--- src/rtl/stage_if.sv ---
// Instruction-fetch stage: owns the architectural PC, runs a single-outstanding
// request/ready transaction with instruction memory, and feeds the IF/ID register.
module stage_if #(
  parameter logic [31:0] RESET_PC = 32'h00000000,
  parameter logic [31:0] NOP_INST = 32'h00000013
) (
  input  logic        clk,
  input  logic        rst,
  input  logic        stall_i,
  input  logic        br_i,
  input  logic [31:0] br_target_i,
  input  logic        mem_ready_i,
  input  logic [31:0] mem_data_i,
  output logic        mem_req_o,
  output logic [31:0] mem_addr_o,
  output logic [31:0] pc_o,
  output logic [31:0] inst_o,
  output logic        inst_valid_o,
  output logic        stall_req_o
);

  typedef enum logic [1:0] {
    S_FETCH = 2'd0,
    S_WAIT  = 2'd1,
    S_HOLD  = 2'd2
  } state_t;

  state_t      state, state_n;
  logic [31:0] pc_r, pc_n;
  logic        discard, discard_n;
  logic [31:0] buf_r, buf_n;
  logic        buf_valid, buf_valid_n;
  logic        req_n;
  logic [31:0] addr_n;
  logic [31:0] pc_o_n;
  logic [31:0] inst_n;
  logic        valid_n;

  logic [31:0] br_tgt;
  logic [31:0] pc_inc;
  logic        unused_br_lsb;

  assign br_tgt        = {br_target_i[31:2], 2'b00};
  assign pc_inc        = pc_r + 32'd4;
  assign unused_br_lsb = ^br_target_i[1:0];

  // Memory stall request: waiting on an outstanding fetch that has not returned.
  assign stall_req_o = (state == S_WAIT) && !mem_ready_i;

  // Next-state, request and IF/ID output logic.
  always_comb begin
    state_n     = state;
    pc_n        = pc_r;
    discard_n   = discard;
    buf_n       = buf_r;
    buf_valid_n = buf_valid;
    req_n       = mem_req_o;
    addr_n      = mem_addr_o;
    pc_o_n      = pc_o;
    inst_n      = inst_o;
    valid_n     = inst_valid_o;

    // A redirect always flushes IF/ID; otherwise an unstalled edge with no
    // delivery inserts a bubble. Deliveries below override this.
    if (br_i || !stall_i) begin
      inst_n  = NOP_INST;
      valid_n = 1'b0;
    end

    case (state)
      S_FETCH: begin
        req_n   = 1'b1;
        state_n = S_WAIT;
        if (br_i) begin
          pc_n   = br_tgt;
          addr_n = br_tgt;
        end else begin
          addr_n = pc_r;
        end
      end

      S_WAIT: begin
        if (br_i) begin
          pc_n = br_tgt;
          if (mem_ready_i) begin
            // Returned word is stale; restart at the target on this same edge.
            discard_n = 1'b0;
            req_n     = 1'b1;
            addr_n    = br_tgt;
          end else begin
            discard_n = 1'b1;
          end
        end else if (mem_ready_i) begin
          if (discard) begin
            discard_n = 1'b0;
            req_n     = 1'b1;
            addr_n    = pc_r;
          end else if (stall_i) begin
            buf_n       = mem_data_i;
            buf_valid_n = 1'b1;
            req_n       = 1'b0;
            state_n     = S_HOLD;
          end else begin
            inst_n  = mem_data_i;
            pc_o_n  = pc_r;
            valid_n = 1'b1;
            pc_n    = pc_inc;
            req_n   = 1'b1;
            addr_n  = pc_inc;
          end
        end
      end

      S_HOLD: begin
        if (br_i) begin
          buf_valid_n = 1'b0;
          pc_n        = br_tgt;
          req_n       = 1'b1;
          addr_n      = br_tgt;
          state_n     = S_WAIT;
        end else if (!stall_i) begin
          // pc_r was not advanced at capture, so it is the buffered word's PC.
          inst_n      = buf_r;
          pc_o_n      = pc_r;
          valid_n     = buf_valid;
          buf_valid_n = 1'b0;
          pc_n        = pc_inc;
          req_n       = 1'b1;
          addr_n      = pc_inc;
          state_n     = S_WAIT;
        end
      end

      default: begin
        state_n = S_FETCH;
      end
    endcase
  end

  // State and output registers with asynchronous reset.
  always_ff @(posedge clk or posedge rst) begin
    if (rst) begin
      state        <= S_FETCH;
      pc_r         <= RESET_PC;
      discard      <= 1'b0;
      buf_r        <= '0;
      buf_valid    <= 1'b0;
      mem_req_o    <= 1'b0;
      mem_addr_o   <= '0;
      pc_o         <= '0;
      inst_o       <= NOP_INST;
      inst_valid_o <= 1'b0;
    end else begin
      state        <= state_n;
      pc_r         <= pc_n;
      discard      <= discard_n;
      buf_r        <= buf_n;
      buf_valid    <= buf_valid_n;
      mem_req_o    <= req_n;
      mem_addr_o   <= addr_n;
      pc_o         <= pc_o_n;
      inst_o       <= inst_n;
      inst_valid_o <= valid_n;
    end
  end

endmodule

--- config.mk ---
export PLATFORM = sky130hd
export DESIGN_NAME = stage_if
export DESIGN_NICKNAME = d
export VERILOG_FILES = /design/src/rtl/stage_if.sv
export SDC_FILE = /design/constraint.sdc
export NUM_CORES = 1
export LEC_CHECK = 0
export CAP_MARGIN = 20
export CORE_MARGIN = 1
export CORE_UTILIZATION = 45
export CTS_CLUSTER_DIAMETER = 200
export DETAILED_ROUTE_END_ITERATION = 16
export GPL_TIMING_DRIVEN = 0
export MAX_ROUTING_LAYER = met4
export PLACE_DENSITY = 0.72
export SLEW_MARGIN = 10
export SYNTH_ARGS = -nofsm -noshare
export SYNTH_HDL_FRONTEND = slang
export SYNTH_SLANG_ARGS = --single-unit
--- constraint.sdc ---
create_clock -name clk -period 5.3 [get_ports clk]
set_input_delay 1.06 -clock clk [delete_from_list [all_inputs] [get_ports clk]]
set_output_delay 1.06 -clock clk [all_outputs]
set_load 0.05 [all_outputs]
Word-level counts from Yosys, hierarchy flattened
Index checks and enable logic that the tools add are counted.

Logic and storage cells: 100. Bits in registers: 166.

Mux-type cells: 61. Reduce and logical (&&, ||, !) cells: 16. Bitwise logic cells: 2. Equal/unequal tests: 10. Add/sub/neg operators: 1.

Operator list (number): 2-to-1 mux 32 bit (24); one-hot mux 32 bit (3 select lines) (2); one-hot mux 32 bit (2 select lines) (2); adder 32 x 3 -> 32 bit (second input constant) (1); 2-to-1 mux 1 bit (23); AND reduction 5 bit (3); 2-to-1 mux 2 bit (6); != test 2 bit (second input constant) (5); != test 3 bit (second input constant) (3); one-hot mux 2 bit (3 select lines) (1); AND reduction 3 bit (2); AND reduction 6 bit (1); one-hot mux 1 bit (2 select lines) (2); AND reduction 2 bit (2); nonzero test 2 bit (2); one-hot mux 1 bit (3 select lines) (1); nonzero test 3 bit (1); equality test 2 x 1 -> 1 bit (second input constant) (1); equality test 2 bit (second input constant) (1); logical NOT 1 bit (2); logical NOT 2 bit (1); inverter 1 bit (2); logical AND 1 bit (1); logical OR 1 bit (1).

Logic depth before layout (Yosys ltp)
Depth after elaboration: 8. Gate-level depth with buffers: 9. Gate-level depth less buffers: 7.

Worst setup path after synthesis
Ideal clock, no wire load.

Kind: in2reg. From: input port mem_ready_i. To: register mem_addr_o[25]. Data arrival time: 3044 ps. Library setup time: 78 ps. Slack: 2179 ps. Cell stages on the path: 7. Buffers on the path: 3. Cell sequence: nor2b_1 or2_2 clkbuf_1 clkbuf_1 clkbuf_1 a21oi_1 a21oi_1.

Cells in the longest elaborated chain, start to end: 2.

RTL lines: start: declaration (RTL line 12) `input logic mem_ready_i,`; != test 2 bit (no line); AND reduction 2 bit (no line); end signal: assignment (RTL line 160) `mem_addr_o <= addr_n;`; end: declaration (RTL line 15) `output logic [31:0] mem_addr_o,`.

Every way passes these cells. A chain may end at the register's enable or synchronous reset.

Worst setup path in the final report
From: input port br_i. To: register pc_r[5].

Cells in the longest elaborated chain, start to end: 2. Elaborated cells between the ends (all ways): 7.

RTL lines: start: declaration (RTL line 10) `input logic br_i,`; != test 3 bit (no line) (tied with other cells); AND reduction 3 bit (no line) or one-hot mux 32 bit (3 select lines) (tied branches); end signal: assignment (RTL line 155) `pc_r <= pc_n;`; end: declaration (RTL line 29) `logic [31:0] pc_r, pc_n;`.

Parallel ways exist; a longest one is shown, timed or not.

==> results.py <==
metrics = {
    "outcome": {
        "status": "finished clean",
    },
    "critical_path": {
        "startpoint_type": "primary input",
        "cp.required_ns": 5.64,
        "worst-endpoint-arrival_ns": 4.66,
        "crit_fanout": 10,
        "path_class": "in2reg",
        "end_kind": "register",
    },
    "cells_and_area": {
        "nets": 1403,
        "final_area_um2": 12790,
        "area_growth_syn_to_layout_pct": 27.04,
        "drive_above_1_share_pct": 9.023,
        "final_cells": 1622,
    },
    "power": {
        "power.density_nw_per_um2": 703.4,
        "p_comb_share_pct": 60.4,
        "power.switching_uw": 4844,
        "clkPwrFrac_pct": 14.4,
        "leakage_uw": 0.005196,
        "irDropWorstVdd_mv": 0.3044,
        "p_int_uw": 4151,
        "power_frac_seq_pct": 25.2,
        "p_sw_share_pct": 53.85,
    },
    "sta": {
        "finalCriticalPeriod_ns": 4.323,
        "hold_viol": 0,
        "fin_setup_tns_ns": 0,
        "fin_worst_skew_ns": 0.01273,
        "fin_crit_sh_pct": 81.56,
        "whs_ns": 0.4794,
        "finalSetupViolations": 0,
        "slew_viol_final": 0,
        "max_freq_ghz": 0.2313,
        "rsz0062_at_grt": "false",
        "slew_headroom_pct": 13.18,
        "worst_pin_slew_ns": 1.292,
    },
    "clocking": {
        "ctsHoldBuffers": 0,
        "tritoncts": "done",
        "htree_levels": 4,
        "clock_latency_ns": 0.45,
        "path_clk_slew_ns": 0.08,
        "cts_resized": 0,
        "postCtsSetupBuffers": 0,
        "cts_buffer_depth": 2,
        "cts_sinks": 166,
        "cts_buffers": 17,
        "root_buffer": "clkbuf_16",
    },
    "synthesis": {
        "yosys-top-cells-area": "dfrtp_1 41%, mux2_2 6.0%, o21ai_0 5.1%",
        "synth_ff_type": "dfrtp_1",
        "synthCells": 1138,
        "ys_seq_area_share_pct": 41.31,
        "synth.distinct_cells": 72,
        "synth_top_cell_by_area": "dfrtp_1",
        "synth_edf_count": 0,
        "yosysWarnings": 0,
        "ys_ff_latch": 166,
        "async_flop_share_pct": 100.0,
        "syn-cell-area_um2": 10070,
        "syn_nets": 1213,
        "post_synth.cell_area_avg_um2": 8.845,
        "synth_top_area_share_pct": 40.52,
    },
    "floorplanning": {
        "row_count": 54,
        "start_util_pct": 45.98,
        "pin_count": 168,
        "die_h_um": 151.6,
        "dieArea_um2": 22970,
        "core-area_um2": 21890,
        "die_w_um": 151.6,
    },
    "hold_path": {
        "holdCritPathClass": "reg2reg",
    },
    "detailed_routing": {
        "vias": 10930,
        "detail-route-antenna-nets": 0,
        "dr_wl_met3_um": 5447,
        "drc": 0,
        "firstDrtPassIters": 9,
        "met1_length_um": 17980,
        "top_layer": "met4",
        "wl_um": 44660,
        "wl_met2_um": 18880,
        "wl_per_cell_um": 27.54,
        "drt_iter0_drc": 1409,
        "post_drt_via_cell_ratio": 6.740,
    },
    "placement": {
        "dp_hpwl_um": 31670,
        "port_buffers": 164,
        "place_inst": 1589,
        "placed_area_um2": 12180,
        "place_congestion": 1.004,
    },
    "global_route": {
        "grt_overflow": 0,
        "grt_pass1_vias": 10370,
        "gr-usage-all-layers_pct": 40.79,
        "antenna_found_initial": 1,
        "grt_pass1_wl_um": 65670,
        "grt_max_degree": 37,
    },
    "flow_run": {
        "maxCapViolCount": 0,
    },
}
## area by class of cell
cell class | instances | area [um2]
fillers | 2026 | 9104
multi-input cells | 835 | 5385
flip-flops and latches | 166 | 4158
repair buffers | 171 | 1758
plain buffers | 113 | 436.7
clock buffers | 17 | 425.4
well taps | 280 | 350.3
clock inverters | 15 | 177.7
inverters | 24 | 93.84
diodes | 1 | 2.502
## path summary, 6_finish.rpt
check,start,endpoint,slack [ns],cells past startpoint
worst max-delay path,br_i,pc_r[5],0.98,7
worst min-delay path,pc_o[11],pc_o[11],0.48,2
worst max register to register,pc_r[2],pc_r[28],1.74,8
worst min register to register,pc_o[11],pc_o[11],0.48,2
max in group asynchronous,rst,inst_o[1],3.59,4
min in group asynchronous,rst,pc_r[2],0.94,2
## per-layer routing
metal,up-vias,global-route usage [%]
met3,205,9.731
met1,5231,54.59
met4,0,19.90
met2,854,57.60
met5,-,-
li1,4642,-
## metrics by stage
step,worst slack [ns],power [uW],utilization [%]
2_1_floorplan,2.130,5532,-
3_3_place_gp,0.6275,7454,55.10
3_5_place_dp,0.8777,7502,55.65
4_1_cts,1.342,8801,58.40
5_1_grt,1.168,9338,58.41
6_report,0.9771,8995,58.41
## cell usage after synthesis, drive strengths merged, types with 16 or more instances
| cell | number |
|---|---|
| a22o | 35 |
| o21ai | 104 |
| a31oi | 19 |
| a22oi | 34 |
| buf | 22 |
| nor2 | 85 |
| nand3 | 28 |
| nor3 | 30 |
| a21oi | 84 |
| inv | 24 |
| dfrtp | 163 |
| a21o | 34 |
| o31ai | 16 |
| mux2 | 54 |
| clkbuf | 91 |
| nand2 | 73 |
## cell families after synthesis
kind of cell	share of synthesized area (%)
buffers and inverters	5.233
adder cells (fa/ha/maj)	0.7458
flip-flops	41.31
AND/OR/NAND/NOR	15.56
XOR/XNOR	0.6091
AO/OA/AOI/OAI	29.41
multiplexers	7.135
## worst max-delay path, cell delays in order
cell and delay, ns:
buf_2 0.17, clkbuf_1 0.44, buf_1 0.63, buf_1 0.99, clkbuf_1 0.87, a21oi_1 0.17
o21ai_0 0.29
## registers in the layout, indices dropped and copies added (netlist names), 2 cells and up
name,flops
state,2
mem_addr_o,32
buf_r,32
inst_o,32
pc_r,32
pc_o,32
## power groups by stage
stage               clock network (uW)  registers (uW)  logic (uW)
floorplan                            0            3070        2470
global route                      1340            2320        5680
global placement                     0            2250        5210
CTS                               1300            2240        5260
detailed placement                   0            2260        5240
finish                            1300            2260        5430
## placed cells by master, fill, tap and decap left out, types with 19 or more instances in the layout
cell type	count
clkdlybuf4s50_1	164
dfrtp_1	163
o21ai_0	103
clkbuf_1	90
nor2_1	85
a21oi_1	84
nand2_1	73
mux2_2	54
a22o_1	35
a22oi_1	34
a21o_1	34
nor3_1	30
nand3_1	28
inv_1	23
a31oi_1	19
Power figures use the tool's default switching activity.
